===== src/rtl/pwl_segment_lookup.sv =====
// ============================================================================
// Module   : pwl_segment_lookup
// Purpose  : Piecewise-linear segment search over programmable breakpoints,
//            returning slope/offset coefficients for an IEEE-754 operand.
// Revision : 1.0
// ============================================================================
`default_nettype none

module pwl_segment_lookup #(
  parameter int          NSEG  = 9,
  parameter int          SEG_W = 4,
  parameter logic [31:0] ONE   = 32'h3F800000
) (
  input  logic             clk,
  input  logic             rst_n,
  input  logic             in_valid,
  output logic             in_ready,
  input  logic [31:0]      x_in,
  output logic             out_valid,
  input  logic             out_ready,
  output logic [31:0]      factor_a,
  output logic [31:0]      factor_b,
  output logic [SEG_W-1:0] seg_idx,
  output logic             neg,
  output logic             nan,
  input  logic             cfg_we,
  input  logic [1:0]       cfg_sel,
  input  logic [SEG_W-1:0] cfg_addr,
  input  logic [31:0]      cfg_data,
  output logic             cfg_err
);

  localparam int               NENT     = NSEG - 1;
  localparam logic [SEG_W-1:0] LAST_IDX = SEG_W'(NSEG - 2);
  localparam logic [SEG_W-1:0] SAT_SEG  = SEG_W'(NSEG - 1);

  localparam logic [1:0] SEL_BP   = 2'd0;
  localparam logic [1:0] SEL_A    = 2'd1;
  localparam logic [1:0] SEL_BPOS = 2'd2;
  localparam logic [1:0] SEL_BNEG = 2'd3;

  typedef enum logic [1:0] {
    IDLE = 2'd0,
    SCAN = 2'd1,
    DONE = 2'd2
  } state_t;

  state_t state, state_nxt;

  // Breakpoints only ever take part in a magnitude compare, so the sign bit is not stored.
  logic [30:0] bp_tab   [NENT];
  logic [31:0] a_tab    [NENT];
  logic [31:0] bpos_tab [NENT];
  logic [31:0] bneg_tab [NENT];

  logic [30:0]      mag;
  logic             neg_q;
  logic             nan_q;
  logic [SEG_W-1:0] idx;

  logic             accept;
  logic             hit;
  logic             last;
  logic             scan_end;
  logic             out_fire;
  logic             cfg_ok;

  logic [SEG_W-1:0] res_seg;
  logic [31:0]      res_a;
  logic [31:0]      res_b;

  assign in_ready = (state == IDLE);
  assign accept   = in_valid & in_ready;
  assign hit      = (mag < bp_tab[idx]);
  assign last     = (idx == LAST_IDX);
  assign scan_end = (state == SCAN) & (nan_q | hit | last);
  assign out_fire = out_valid & out_ready;
  // A pending input always wins over a table write in the same cycle.
  assign cfg_ok   = cfg_we & (state == IDLE) & ~in_valid & (cfg_addr <= LAST_IDX);

  always_ff @(posedge clk or negedge rst_n) begin
    if (!rst_n) begin
      state <= IDLE;
    end else begin
      state <= state_nxt;
    end
  end

  always_comb begin
    state_nxt = state;
    case (state)
      IDLE:    if (accept)   state_nxt = SCAN;
      SCAN:    if (scan_end) state_nxt = DONE;
      DONE:    if (out_fire) state_nxt = IDLE;
      default: state_nxt = IDLE;
    endcase
  end

  always_ff @(posedge clk or negedge rst_n) begin
    if (!rst_n) begin
      mag   <= '0;
      neg_q <= 1'b0;
      nan_q <= 1'b0;
      idx   <= '0;
    end else if (accept) begin
      mag   <= x_in[30:0];
      neg_q <= x_in[31] & (|x_in[30:0]);
      nan_q <= (&x_in[30:23]) & (|x_in[22:0]);
      idx   <= '0;
    end else if ((state == SCAN) && !scan_end) begin
      idx   <= idx + 1'b1;
    end
  end

  // When the scan ends without a hit, idx sits on the last breakpoint: saturation.
  always_comb begin
    res_seg = SAT_SEG;
    res_a   = '0;
    res_b   = '0;
    if (!nan_q) begin
      if (hit) begin
        res_seg = idx;
        res_a   = a_tab[idx];
        res_b   = neg_q ? bneg_tab[idx] : bpos_tab[idx];
      end else begin
        res_b   = neg_q ? 32'h0 : ONE;
      end
    end
  end

  always_ff @(posedge clk or negedge rst_n) begin
    if (!rst_n) begin
      out_valid <= 1'b0;
      factor_a  <= '0;
      factor_b  <= '0;
      seg_idx   <= '0;
      neg       <= 1'b0;
      nan       <= 1'b0;
    end else if (scan_end) begin
      out_valid <= 1'b1;
      factor_a  <= res_a;
      factor_b  <= res_b;
      seg_idx   <= res_seg;
      neg       <= neg_q;
      nan       <= nan_q;
    end else if (out_fire) begin
      out_valid <= 1'b0;
    end
  end

  always_ff @(posedge clk or negedge rst_n) begin
    if (!rst_n) begin
      cfg_err <= 1'b0;
    end else begin
      cfg_err <= cfg_we & ~cfg_ok;
    end
  end

  always_ff @(posedge clk or negedge rst_n) begin
    if (!rst_n) begin
      for (int i = 0; i < NENT; i++) begin
        bp_tab[i]   <= '0;
        a_tab[i]    <= '0;
        bpos_tab[i] <= '0;
        bneg_tab[i] <= '0;
      end
    end else if (cfg_ok) begin
      case (cfg_sel)
        SEL_BP:   bp_tab[cfg_addr]   <= cfg_data[30:0];
        SEL_A:    a_tab[cfg_addr]    <= cfg_data;
        SEL_BPOS: bpos_tab[cfg_addr] <= cfg_data;
        SEL_BNEG: bneg_tab[cfg_addr] <= cfg_data;
        default:  ;
      endcase
    end
  end

endmodule

`default_nettype wire


===== config.mk =====
export PLATFORM = sky130hd
export DESIGN_NAME = pwl_segment_lookup
export DESIGN_NICKNAME = d
export VERILOG_FILES = /design/src/rtl/pwl_segment_lookup.sv
export SDC_FILE = /design/constraint.sdc
export NUM_CORES = 2
export LEC_CHECK = 0
export BUFFER_PORTS_ARGS = -buffer_cell sky130_fd_sc_hd__buf_4
export CORE_MARGIN = 2
export CORE_UTILIZATION = 60
export CTS_BUF_LIST = sky130_fd_sc_hd__clkbuf_8
export DETAILED_ROUTE_END_ITERATION = 8
export PLACE_DENSITY_LB_ADDON = 0.25
export SLEW_MARGIN = 0
export SYNTH_ARGS = -nofsm -noshare
export SYNTH_HDL_FRONTEND = slang
export SYNTH_SLANG_ARGS = --single-unit

===== constraint.sdc =====
create_clock -name clk -period 9.4 [get_ports clk]
set_input_delay 0.47 -clock clk [delete_from_list [all_inputs] [get_ports clk]]
set_output_delay 0.47 -clock clk [all_outputs]
set_load 0.01 [all_outputs]

==> flow_summary.json <==
{
  "outcome": "finished clean",
  "grt_max_degree": 189,
  "ir_drop_mv": 0.182,
  "start_util": 0.604,
  "antenna_found_initial": 3,
  "vias": 28368,
  "overflow": 0,
  "switching_share": 0.292,
  "drc_errors": 0,
  "path_class": "reg -> reg",
  "tritoncts": "built",
  "tightest_slew_ps": 1100,
  "fin_hold_ws_ps": 92.7,
  "fmax_mhz": 169,
  "power_density_nw_per_um2": 214,
  "drt_iter0_markers": 2084,
  "syn_inst": 3132,
  "setup-tns-final_ps": 0,
  "synth-seq-area-share": 0.560,
  "synth_common_cells": "dfrtp_1, mux2_2, mux4_2",
  "coreArea_um2": 83300,
  "path_clk_slew_ps": 60,
  "final_hold_viol_count": 0,
  "synth_edf_count": 0,
  "power_switching_mw": 3.50,
  "wire_per_inst_um": 26.3,
  "drt-pass1-iter-count": 6,
  "rows": 106,
  "fillers": 5540,
  "synth_top_area_share": 0.560,
  "synth.area.top_cells": "dfrtp_1, mux2_2, mux4_2, mux2i_1, clkbuf_1",
  "arrival_ps": 6610,
  "required_ps": 10110,
  "worstSetupStartpointType": "flip-flop",
  "finalCritPeriodShare": 0.628,
  "vias_per_cell": 6.34,
  "wl_mm": 118,
  "die_h_um": 294,
  "cts_buffers": 181,
  "grt.total_usage": 0.283,
  "die_x_um": 294,
  "avgSynthCellArea_um2": 16.1,
  "grt_pass1_wl_mm": 185,
  "setup_violations": 0,
  "seq_area_um2": 28200,
  "hold_class": "in -> reg",
  "first_global_vias": 31230,
  "dp_hpwl_mm": 67.8,
  "synth_cell_types": 48,
  "clockBufferDepth": 3,
  "drv_cap": 0,
  "area_growth_pct": 11.5,
  "rsz0062_at_grt": "false",
  "yosys_register_bits": 1127,
  "syn_area_um2": 50300,
  "io_pins": 148,
  "synth_flop_cell": "dfrtp_1",
  "root_buffer": "clkbuf_8",
  "yosysMostFrequentCell": "dfrtp_1",
  "dieArea_um2": 86200,
  "synth_area_leader_cell": "dfrtp_1",
  "route.antenna.remaining_nets": 0,
  "p_int_mw": 8.49,
  "numPortBuffers": 147,
  "yosysWarningCount": 0,
  "pwr-share-seq": 0.460,
  "multi_input_area_um2": 21000,
  "skew_ps": 42.7,
  "crit_fanout": 63,
  "cts_resized": 0,
  "clock_latency_ps": 860,
  "h-tree-depth": 4,
  "async_flop_share": 1.00,
  "fin_util": 0.674,
  "slew_violations": 0,
  "slew_headroom": 0.265,
  "synth_nets": 3238,
  "p_clk_frac": 0.345,
  "drive_above_1_share": 0.530,
  "critPathCaptureType": "flip-flop",
  "place_congestion": 0.789,
  "combPwrFrac": 0.194,
  "layout_min_cycle_time_ps": 5900,
  "nets": 3364,
  "cellLeakagePower_nw": 27.9,
  "cts.sinks": 1127
}
flip-flops by register name, indices dropped and copies added (netlist names):
| register | cells |
|---|---|
| factor_b | 32 |
| seg_idx | 4 |
| bneg_tab | 256 |
| idx | 4 |
| neg | 1 |
| bp_tab | 248 |
| nan | 1 |
| mag | 31 |
| nan_q | 1 |
| out_valid | 1 |
| state | 2 |
| cfg_err | 1 |
| neg_q | 1 |
| bpos_tab | 256 |
| factor_a | 32 |
| a_tab | 256 |
cells by family after synthesis:
| family | after synthesis | share of synthesized area |
|---|---|---|
| flops | 1127 | 0.560 |
| fa+ha+maj | 31 | 0.00771 |
| buf+inv | 299 | 0.0248 |
| mux | 1400 | 0.375 |
| simple gates | 178 | 0.0175 |
| compound gates | 97 | 0.0143 |
final timing paths:
| path | startpoint | endpoint | slack (ps) | cells past startpoint |
|---|---|---|---|---|
| max | idx[0]$_DFFE_PN0P_ | factor_a[3]$_DFFE_PN0P_ | 3500 | 12 |
| min | cfg_data[31] | bpos_tab[159]$_DFFE_PN0P_ | 90 | 2 |
| max reg2reg | idx[0]$_DFFE_PN0P_ | factor_a[3]$_DFFE_PN0P_ | 3500 | 12 |
| min reg2reg | factor_a[24]$_DFFE_PN0P_ | factor_a[24]$_DFFE_PN0P_ | 480 | 2 |
| max in group asynchronous | rst_n | bp_tab[164]$_DFFE_PN0P_ | 6610 | 4 |
| min in group asynchronous | rst_n | bp_tab[89]$_DFFE_PN0P_ | 290 | 2 |
per-layer routing:
metal	vias up	global-route usage	wire, um
met3	210	0.0430	4610
li1	11937	-	-
met2	684	0.471	59300
met5	-	0	24
met1	15533	0.387	50800
met4	4	0.0920	2980
layout by cell type (no fill, tap or decap), drive strengths merged, types with 2 or more instances in the layout:
master,count
dfrtp,1127
mux2,1049
mux4,285
clkbuf,234
buf,198
nand2,94
inv,79
mux2i,66
dlygate4sd3,36
o31ai,35
ha,31
a22o,18
nand4,17
nor2,16
a21oi,15
nor4,14
nor3,11
o21ai,10
clkinv,9
a221o,7
nand3,6
nand2b,5
nor2b,5
clkinvlp,4
nor3b,3
a211oi,2
a22oi,2
nand3b,2
power groups by stage:
| stage | clock (mW) | sequential (mW) | combinational, mW |
|---|---|---|---|
| final | 4.14 | 5.52 | 2.33 |
| after global routing | 4.46 | 5.56 | 2.51 |
| after CTS | 4.22 | 5.52 | 2.35 |
| after detailed placement | 0 | 5.60 | 2.33 |
| after global placement | 0 | 5.58 | 2.28 |
| after floorplan | 0 | 5.43 | 1.73 |
worst max-delay path, stage by stage (launching register included):
cell and delay, ps:
dfrtp_4 1060, buf_4 750, mux4_2 580, mux2i_1 150, ha_1 160, nand4_1 90
nor4_1 570, nand2_1 150, a311oi_2 480, o21ba_4 590, buf_4 740, nand2_1 160
o31ai_1 120
layout make-up:
cell class / count / share of cell area
diodes: 1 / 0.0000446
repair buffers: 234 / 0.0346
clock buffers: 234 / 0.0574
flip-flops and latches: 1127 / 0.503
clock inverters: 85 / 0.00700
inverters: 8 / 0.000580
well taps: 1080 / 0.0241
multi-input cells: 1706 / 0.374
per-stage QoR:
step           power, mW  worst slack (ps)  cell area [um^2]  std cells
2_1_floorplan       7.15              5230             50300       3132
3_3_place_gp        7.86              3590             52200       4119
3_5_place_dp        7.93              3440             52200       4119
4_1_cts             12.1              3370             56100       4474
5_1_grt             12.5              2980             56100       4475
6_report            12.0              3500             56100       4475
timing repair:
action	4_1_cts	5_1_grt
hold buffers	36	0
buffers inserted	0	0
hold endpoints to repair	148	0
No activity file was read; power rests on OpenSTA's default activity.
